`src/rtl/multi_flash_pkg.sv`:
```
// rtl/multi_flash_pkg.sv - shared types for the multi-channel LED flasher
//
// Purpose: the channel state encoding and the reset value of the per-channel
//          control record. The burst counter width is a parameter of each
//          channel, so the counter is kept outside this record.
// Ports:   none (package)
package multi_flash_pkg;

    typedef enum logic [1:0] {
        IDLE    = 2'd0,
        PENDING = 2'd1,
        FLASH   = 2'd2
    } flash_state_t;

    typedef struct packed {
        flash_state_t state;
        logic         led;
        logic         busy;
        logic         hold_q;
    } chan_ctl_t;

    localparam chan_ctl_t CHAN_RST = '{state: IDLE, led: 1'b0, busy: 1'b0, hold_q: 1'b0};

endpackage

```
`src/rtl/flash_channel.sv`:
```
// rtl/flash_channel.sv - one LED flasher channel: FSM, burst counter, LED register
//
// Purpose: waits for the shared tick after a trigger, then flashes the LED for
//          FLASH_COUNT tick periods, or indefinitely if hold was set when the
//          burst started. cancel aborts at any time.
// Ports:   clk, reset_n (async, active-low), tick (shared strobe),
//          trigger / cancel (one-cycle pulses), hold (mode, sampled at burst
//          start), LED and busy (registered outputs).
module flash_channel
    import multi_flash_pkg::*;
#(
    parameter int FLASH_COUNT = 6,
    parameter int CNT_W       = 4
) (
    input  logic clk,
    input  logic reset_n,
    input  logic tick,
    input  logic trigger,
    input  logic cancel,
    input  logic hold,
    output logic LED,
    output logic busy
);

    localparam logic [CNT_W-1:0] RELOAD = CNT_W'(FLASH_COUNT);
    localparam logic [CNT_W-1:0] ONE    = CNT_W'(1);

    chan_ctl_t        ctl_q, ctl_d;
    logic [CNT_W-1:0] cnt_q, cnt_d;
    logic             start;

    always_ff @(posedge clk or negedge reset_n) begin
        if (!reset_n) begin
            ctl_q <= CHAN_RST;
            cnt_q <= '0;
        end else begin
            ctl_q <= ctl_d;
            cnt_q <= cnt_d;
        end
    end

    // A burst begins on the first tick seen while pending, or immediately
    // when the trigger itself coincides with a tick.
    always_comb begin
        ctl_d = ctl_q;
        cnt_d = cnt_q;
        start = 1'b0;

        if (cancel) begin
            ctl_d = CHAN_RST;
            cnt_d = '0;
        end else begin
            case (ctl_q.state)
                IDLE: begin
                    if (trigger) begin
                        if (tick) start = 1'b1;
                        else      ctl_d.state = PENDING;
                    end
                end
                PENDING: begin
                    if (tick) start = 1'b1;
                end
                FLASH: begin
                    if (trigger) begin
                        // Retrigger extends the burst; level and hold mode stay put.
                        cnt_d = RELOAD;
                        if (tick) ctl_d.led = ~ctl_q.led;
                    end else if (tick) begin
                        if (ctl_q.hold_q) begin
                            ctl_d.led = ~ctl_q.led;
                        end else if (cnt_q > ONE) begin
                            cnt_d     = cnt_q - ONE;
                            ctl_d.led = ~ctl_q.led;
                        end else begin
                            cnt_d       = '0;
                            ctl_d.led   = 1'b0;
                            ctl_d.state = IDLE;
                        end
                    end
                end
                default: begin
                    ctl_d = CHAN_RST;
                    cnt_d = '0;
                end
            endcase

            if (start) begin
                ctl_d.state  = FLASH;
                ctl_d.led    = 1'b1;
                ctl_d.hold_q = hold;
                cnt_d        = RELOAD;
            end
        end

        ctl_d.busy = (ctl_d.state != IDLE);
    end

    assign LED  = ctl_q.led;
    assign busy = ctl_q.busy;

endmodule

```
`src/rtl/multi_flash_light.sv`:
```
// rtl/multi_flash_light.sv - multi-channel LED flasher with shared prescaler
//
// Purpose: divides clk_40MHz down to a one-cycle flash tick and drives
//          CHANNELS independent flash_channel instances from it.
// Ports:   clk_40MHz, reset_n (async, active-low),
//          trigger / cancel / hold [CHANNELS] per-channel controls,
//          LED / busy [CHANNELS] per-channel outputs, tick shared strobe.
module multi_flash_light #(
    parameter int CHANNELS    = 4,
    parameter int CLK_DIV     = 20000000,
    parameter int FLASH_COUNT = 6,
    parameter int CNT_W       = 4,
    parameter int DIV_W       = 25
) (
    input  logic                clk_40MHz,
    input  logic                reset_n,
    input  logic [CHANNELS-1:0] trigger,
    input  logic [CHANNELS-1:0] cancel,
    input  logic [CHANNELS-1:0] hold,
    output logic [CHANNELS-1:0] LED,
    output logic [CHANNELS-1:0] busy,
    output logic                tick
);

    localparam logic [DIV_W-1:0] DIV_LAST = DIV_W'(CLK_DIV - 1);

    logic [DIV_W-1:0] div_q;

    // tick is registered from the terminal count, so it rises the cycle
    // after the prescaler reads CLK_DIV-1.
    always_ff @(posedge clk_40MHz or negedge reset_n) begin
        if (!reset_n) begin
            div_q <= '0;
            tick  <= 1'b0;
        end else begin
            tick  <= (div_q == DIV_LAST);
            div_q <= (div_q == DIV_LAST) ? '0 : div_q + DIV_W'(1);
        end
    end

    for (genvar g = 0; g < CHANNELS; g++) begin : g_chan
        flash_channel #(
            .FLASH_COUNT (FLASH_COUNT),
            .CNT_W       (CNT_W)
        ) u_chan (
            .clk     (clk_40MHz),
            .reset_n (reset_n),
            .tick    (tick),
            .trigger (trigger[g]),
            .cancel  (cancel[g]),
            .hold    (hold[g]),
            .LED     (LED[g]),
            .busy    (busy[g])
        );
    end

endmodule

```
`config.mk`:
```
export PLATFORM = sky130hd
export DESIGN_NAME = multi_flash_light
export DESIGN_NICKNAME = d
export VERILOG_FILES = /design/src/rtl/multi_flash_pkg.sv /design/src/rtl/flash_channel.sv /design/src/rtl/multi_flash_light.sv
export SDC_FILE = /design/constraint.sdc
export NUM_CORES = 1
export LEC_CHECK = 0
export CORE_MARGIN = 8
export CORE_UTILIZATION = 47
export CTS_BUF_LIST = sky130_fd_sc_hd__clkbuf_4 sky130_fd_sc_hd__clkbuf_8
export DETAILED_ROUTE_END_ITERATION = 10
export PLACE_DENSITY = 0.64
export RECOVER_POWER = 100
export SYNTH_ARGS = -nofsm -noshare
export SYNTH_HDL_FRONTEND = slang
export SYNTH_SLANG_ARGS = --single-unit
```
`constraint.sdc`:
```
create_clock -name clk_40MHz -period 2 [get_ports clk_40MHz]
set_input_delay 0.4 -clock clk_40MHz [delete_from_list [all_inputs] [get_ports clk_40MHz]]
set_output_delay 0.4 -clock clk_40MHz [all_outputs]
set_load 0.02 [all_outputs]
```
==> results_dict.tcl, run 1 <==
set metrics [dict create \
    cp-end-kind "register" \
    p_clk_share_pct 46.0 \
    placed_cells 481 \
    grt_pass1_wl_mm 11.9 \
    cp_max_fo 3 \
    synth_edf_count 0 \
    cts_sinks 62 \
    required_ps 2270 \
    synth-simple-area-share_pct 22.6 \
    core_um2 7180 \
    tightest_slew_ps 1520 \
    worstPathCellList "buf_4 > ha_1 > or2_2 > a21o_1 > or3_1 > o21bai_1 > a22o_1" \
    critical_path_class "register to register" \
    clock_latency_ps 330 \
    grt_max_degree 63 \
    ys_seq_area_share_pct 44.9 \
    fin_hold_ws_ps 466 \
    die_y_um 102 \
    p_leak_nw 1.72 \
    wl_per_cell_um 13.6 \
    antenna_found_initial 0 \
    cts.htree.levels 3 \
    synth_compound_area_share_pct 16.6 \
    crit_slowest_cell "dfrtp_1" \
    hold_violations 0 \
    synthMostInstantiatedCell "dfrtp_1" \
    overflow 0 \
    placementRows 31 \
    ys_top_cells_by_area "dfrtp_1 (45%), nor2_1 (4.2%), xnor2_1 (4.1%)" \
    internal-power_mw 2.10 \
    syn_area_um2 3460 \
    period_share_pct 95.4 \
    post-place-ws_ps -11.3 \
    synthMuxAreaShare_pct 0.904 \
    syn_avg_cell_area_um2 9.61 \
    synthTopCellsByCount "dfrtp_1 (62), nor2_1 (39), a21oi_1 (26), nand2_1 (22), inv_1 (20)" \
    synth_ff_type "dfrtp_1" \
    dieArea_um2 10400 \
    synthArstFlopShare_pct 100 \
    track_usage_pct 14.5 \
    first_iter_violations 107 \
    worstPathArrival_ps 2180 \
    ant_nets 0 \
    finalNetCount 418 \
    layout_setup_ws_ps 91.8 \
    skew_ps 4.94 \
    synth_top_family_by_area "simple AND/OR/NAND/NOR gates" \
    slew-limit-headroom_pct -1.17 \
    first_pass_iters 5 \
    grt_pass1_vias 2628 \
    fin_crit_ps 1910 \
    cts.path.max_buffers 2 \
    io_buffers 22 \
    place_congestion 0.856 \
    synth.net_count 383 \
    vdd_drop_max_mv 0.450 \
    via_per_inst 5.30 \
    diodes 0 \
    hold_class "register to register" \
    status "finished, violations left" \
    place_hpwl_mm 4.76 \
    ys_warn_count 0 \
    netlist.area_leader.share_pct 44.9 \
    yosys_register_bits 62 \
    drc 0 \
    die_w_um 102 \
    syn_to_final_growth_pct 16.5 \
    crit_buf_inv 1 \
    drive_gt1_share_pct 14.8 \
    vias 2644 \
    num_io_pins 23 \
    violations "capacitance limit, slew limit" \
    yosys.cell_types.count 60 \
    pwr-share-comb_pct 6.2 \
    setup_violations 0 \
    pwr_density_cell_nw_per_um2 663 \
    cts_tree "done" \
    synth_xor_area_share_pct 5.79 \
    synth_top_area_cell "dfrtp_1" \
    crit_path_start_kind "register" \
    drt-total-wl_mm 6.80 \
    cts_made_buffers 9 \
    power_frac_seq_pct 47.7 \
    p_switching_uw 572 \
    final_cells 499 \
    synthCells 360 \
    maxCapViolations 1 \
    cp_top_family "simple AND/OR/NAND/NOR gates" \
    holdBufCountCts 0 \
    max_freq_ghz 0.524 \
    clock-root-buffer "clkbuf_8" \
    synth-adder-area-share_pct 3.26 \
    switching_share_pct 21.4 \
    cts.clk_slew.worst_paths_ps 70 \
    start_util_pct 48.2 \
    critPathMaxStageDelay_ps 410 \
    slew_viol_final 63 \
]
-- area by class of cell --
class	instances	area (um2)
Tap cell	99	124
Clock inverter	4	70.1
Fill cell	631	3150
Timing Repair Buffer	44	370
Inverter	21	78.8
Sequential cell	62	1550
Multi-Input combinational cell	257	1680
Clock buffer	12	153
-- cells in the final DEF, fill, tap and decap left out, types with 3 or more instances in the layout --
cell type,n
dfrtp_1,61
nor2_1,40
a21oi_1,26
nand2_1,22
inv_1,20
buf_4,18
o21ai_0,17
clkdlybuf4s50_1,17
xnor2_1,16
nor3_1,13
nand3_1,12
clkbuf_8,10
ha_1,9
nor4_1,8
or2_2,7
nand4_1,7
nand2b_1,7
a22o_1,7
xor2_1,5
a21o_1,4
a211oi_1,4
o21ai_1,4
or3_1,4
dlygate4sd3_1,4
nand3b_1,3
clkbuf_4,3
-- routing by layer --
layer / vias up / global-route usage, % / part of all wire [%]
li1: 1341 / - / -
met4: 0 / 4.35 / 0.68
met2: 31 / 23.3 / 47
met5: - / 0 / 0
met3: 4 / 5.02 / 4.4
met1: 1268 / 17.7 / 48
-- logic make-up after synthesis --
kind of cell	Yosys count
compound gates	83
simple gates	140
buf+inv	41
mux	3
xor+xnor	22
fa+ha+maj	9
flops	62
-- path summary, 6_finish.rpt --
path	cells after the start	from	endpoint	slack, ps
max in group asynchronous	2	reset_n	tick	460
worst min-delay path	1	div_q[0]	div_q[0]	470
worst max-delay path	7	g_chan[0].u_chan.cnt_q[0]	g_chan[0].u_chan.cnt_q[3]	90
min in group asynchronous	2	reset_n	g_chan[1].u_chan.LED	510
worst min register to register	1	div_q[0]	div_q[0]	470
worst max register to register	7	g_chan[0].u_chan.cnt_q[0]	g_chan[0].u_chan.cnt_q[3]	90
-- state kept, by name (all words and copies together) (netlist names) --
register and flops:
div_q 25, g_chan.u_chan.cnt_q 16, g_chan.u_chan.ctl_q 12, g_chan.u_chan.LED 4
g_chan.u_chan.busy 4, tick 1
-- stage by stage --
stage,setup TNS (ps),cell area [um2],total power [mW],utilization (%)
floorplan,0,3460,1.37,-
global placement,0,3830,1.47,53.4
detailed placement,-11.3,3830,1.48,53.4
CTS,0,4060,2.72,56.5
global route,-39.4,4030,2.79,56.2
finish,0,4030,2.67,56.2
-- power by group through the flow --
stage | sequential, mW | clock (mW) | combinational (mW)
after floorplan | 1.30 | 0 | 0.0785
after global placement | 1.30 | 0 | 0.175
after detailed placement | 1.30 | 0 | 0.178
after CTS | 1.27 | 1.26 | 0.178
after global routing | 1.28 | 1.33 | 0.188
final | 1.28 | 1.23 | 0.167
-- repair_timing --
item,in CTS,in global routing
setup endpoints to repair,1,2
setup buffers,0,2
resized for setup,1,0
pin swaps,0,0
Note: power is estimated with default switching activity, not from simulation.
==> run 2, diff against run 1 <==
--- a/config.mk
+++ b/config.mk
@@ -11,6 +11,7 @@
 export DETAILED_ROUTE_END_ITERATION = 10
 export PLACE_DENSITY = 0.64
 export RECOVER_POWER = 100
+export SKIP_CTS_REPAIR_TIMING = 1
 export SYNTH_ARGS = -nofsm -noshare
 export SYNTH_HDL_FRONTEND = slang
 export SYNTH_SLANG_ARGS = --single-unit
==> results of run 2 <==
Final layout, timing and power as in run 1 (identical DEF).
==> run 3, diff against run 2 <==
--- a/config.mk
+++ b/config.mk
@@ -9,6 +9,7 @@
 export CORE_UTILIZATION = 47
 export CTS_BUF_LIST = sky130_fd_sc_hd__clkbuf_4 sky130_fd_sc_hd__clkbuf_8
 export DETAILED_ROUTE_END_ITERATION = 10
+export MAX_ROUTING_LAYER = met4
 export PLACE_DENSITY = 0.64
 export RECOVER_POWER = 100
 export SKIP_CTS_REPAIR_TIMING = 1
==> run 3 against run 2 <==
Worst hold slack gained 1.2 ps. Global-route usage grew 0.33 points. Cell count is the same. Fmax is essentially flat. Wire length shrank 0.44%. The flow still finishes with violations (capacitance limit, slew limit). Core utilization is the same. Total power shrank 0.20%. Cell area is the same. Via count grew 0.38%. Sequential share of layout area is the same. Clock skew is essentially flat.
==> results_dict.tcl, run 3 (synthesized netlist as in run 1, its figures left out) <==
set metrics [dict create \
    crit_slowest_cell "dfrtp_1" \
    cts.path.max_buffers 2 \
    place_hpwl_mm 4.76 \
    first_pass_iters 4 \
    post_dp_cell_area_um2 3830 \
    layout_commonest_cell "dfrtp_1" \
    cts.clk_slew.worst_paths_ps 70 \
    hold_start "div_q[0]" \
    hold_end "div_q[0]" \
    first_iter_violations 110 \
    largest_reg_flops 25 \
    drt-total-wl_mm 6.77 \
    critPathMaxStageDelay_ps 400 \
    finalNetCount 418 \
    cts_tree "done" \
    pwr_density_cell_nw_per_um2 661 \
    violations "capacitance limit, slew limit" \
    clock_latency_ps 330 \
    drc 0 \
    fin_hold_ws_ps 467 \
    required_ps 2260 \
    p_leak_nw 1.72 \
    grt_pass1_vias 2631 \
    placed_cells 481 \
    wl_per_cell_um 13.6 \
    slew-limit-headroom_pct -1.47 \
    dieArea_um2 10400 \
    setup_violations 0 \
    worstPathCellList "buf_4 > ha_1 > or2_2 > a21o_1 > or3_1 > o21bai_1 > a22o_1" \
    place_congestion 0.870 \
    fin_area_um2 4030 \
    clock-root-buffer "clkbuf_8" \
    status "finished, violations left" \
    period_share_pct 95.4 \
    regArea_um2 1550 \
    maxCapViolations 1 \
    cts_sinks 62 \
    r2r_slack_ps 90 \
    reg_top3 "div_q: 25 flops, g_chan.u_chan.cnt_q: 16 flops, g_chan.u_chan.ctl_q: 12 flops" \
    reg2reg_from "g_chan[0].u_chan.cnt_q[0]" \
    antenna_found_initial 0 \
    io_buffers 22 \
    track_usage_pct 14.8 \
    hold_class "register to register" \
    die_y_um 102 \
    hold_violations 0 \
    core_um2 7180 \
    num_io_pins 23 \
    vdd_drop_max_mv 0.450 \
    grt_pass1_wl_mm 11.8 \
    cts_made_buffers 9 \
    layout_common_cells "dfrtp_1 (61), nor2_1 (40), a21oi_1 (26), nand2_1 (22), inv_1 (20)" \
    start_util_pct 48.2 \
    die_w_um 102 \
    via_per_inst 5.32 \
    worstPathArrival_ps 2170 \
    skew_ps 4.97 \
    syn_to_final_growth_pct 16.5 \
    tightest_slew_ps 1520 \
    hold-path-cell-count 1 \
    nFillCells 631 \
    diodes 0 \
    vias 2654 \
    cts.htree.levels 3 \
    cp-end-kind "register" \
    slew_viol_final 63 \
    final_cells 499 \
    ff2ff_path_depth 7 \
    top_register "div_q" \
    grt_max_degree 63 \
    multi_input_area_um2 1680 \
    critical_path_class "register to register" \
    ant_nets 0 \
    drive_gt1_share_pct 14.8 \
    cp_max_fo 3 \
    overflow 0 \
    r2r-end "g_chan[0].u_chan.cnt_q[3]" \
    placementRows 31 \
    fin_crit_ps 1910 \
    crit_path_start_kind "register" \
    max_freq_ghz 0.524 \
]
-- run 3: cell type report --
class	count	area share, %
multi-input combinational	257	41.7
sequential	62	38.5
timing repair buffer	44	9.19
clock buffer	12	3.79
tap	99	3.07
inverter	21	1.96
clock inverter	4	1.74
-- run 3: per-layer routing --
| layer | track usage, % | wire length (um) | share of wire (%) |
|---|---|---|---|
| met5 | - | 0 | 0 |
| met4 | 6.41 | 94 | 1.4 |
| met3 | 3.37 | 255 | 3.8 |
| met2 | 23.3 | 3180 | 47 |
| met1 | 17.7 | 3240 | 48 |
-- run 3: worst max-delay path, delay by kind of cell, from the launching register on --
kind,cells,cell delay (ps)
flops,1,400
buf+inv,1,150
simple gates,2,610
fa+ha+maj,1,180
compound gates,3,510
-- run 3: power by group --
part	internal (mW)	total, mW	leakage, nW	switching (mW)
registers	1.26	1.28	0.839	0.0103
logic	0.0736	0.167	0.762	0.0934
clock network	0.760	1.22	0.117	0.463
-- run 3: through the flow --
step	setup slack, ps	utilization, %	power (mW)	setup TNS [ps]
after floorplan	242	-	1.37	0
after global placement	30.7	53.4	1.47	0
after detailed placement	-11.3	53.4	1.48	-11.3
after CTS	-62.3	56.5	2.72	-62.3
after global routing	-30.1	56.2	2.78	-39.5
final	92.9	56.2	2.67	0
-- run 3: worst max-delay path by stage --
stage	from	endpoint	slack, ps
floorplan	g_chan[0].u_chan.cnt_q[0]	g_chan[0].u_chan.cnt_q[3]	240
global placement	trigger[3]	g_chan[3].u_chan.cnt_q[3]	30
detailed placement	trigger[3]	g_chan[3].u_chan.cnt_q[3]	-10
CTS	tick	tick	-60
global route	g_chan[0].u_chan.cnt_q[0]	g_chan[0].u_chan.cnt_q[3]	-30
finish	g_chan[0].u_chan.cnt_q[0]	g_chan[0].u_chan.cnt_q[3]	90
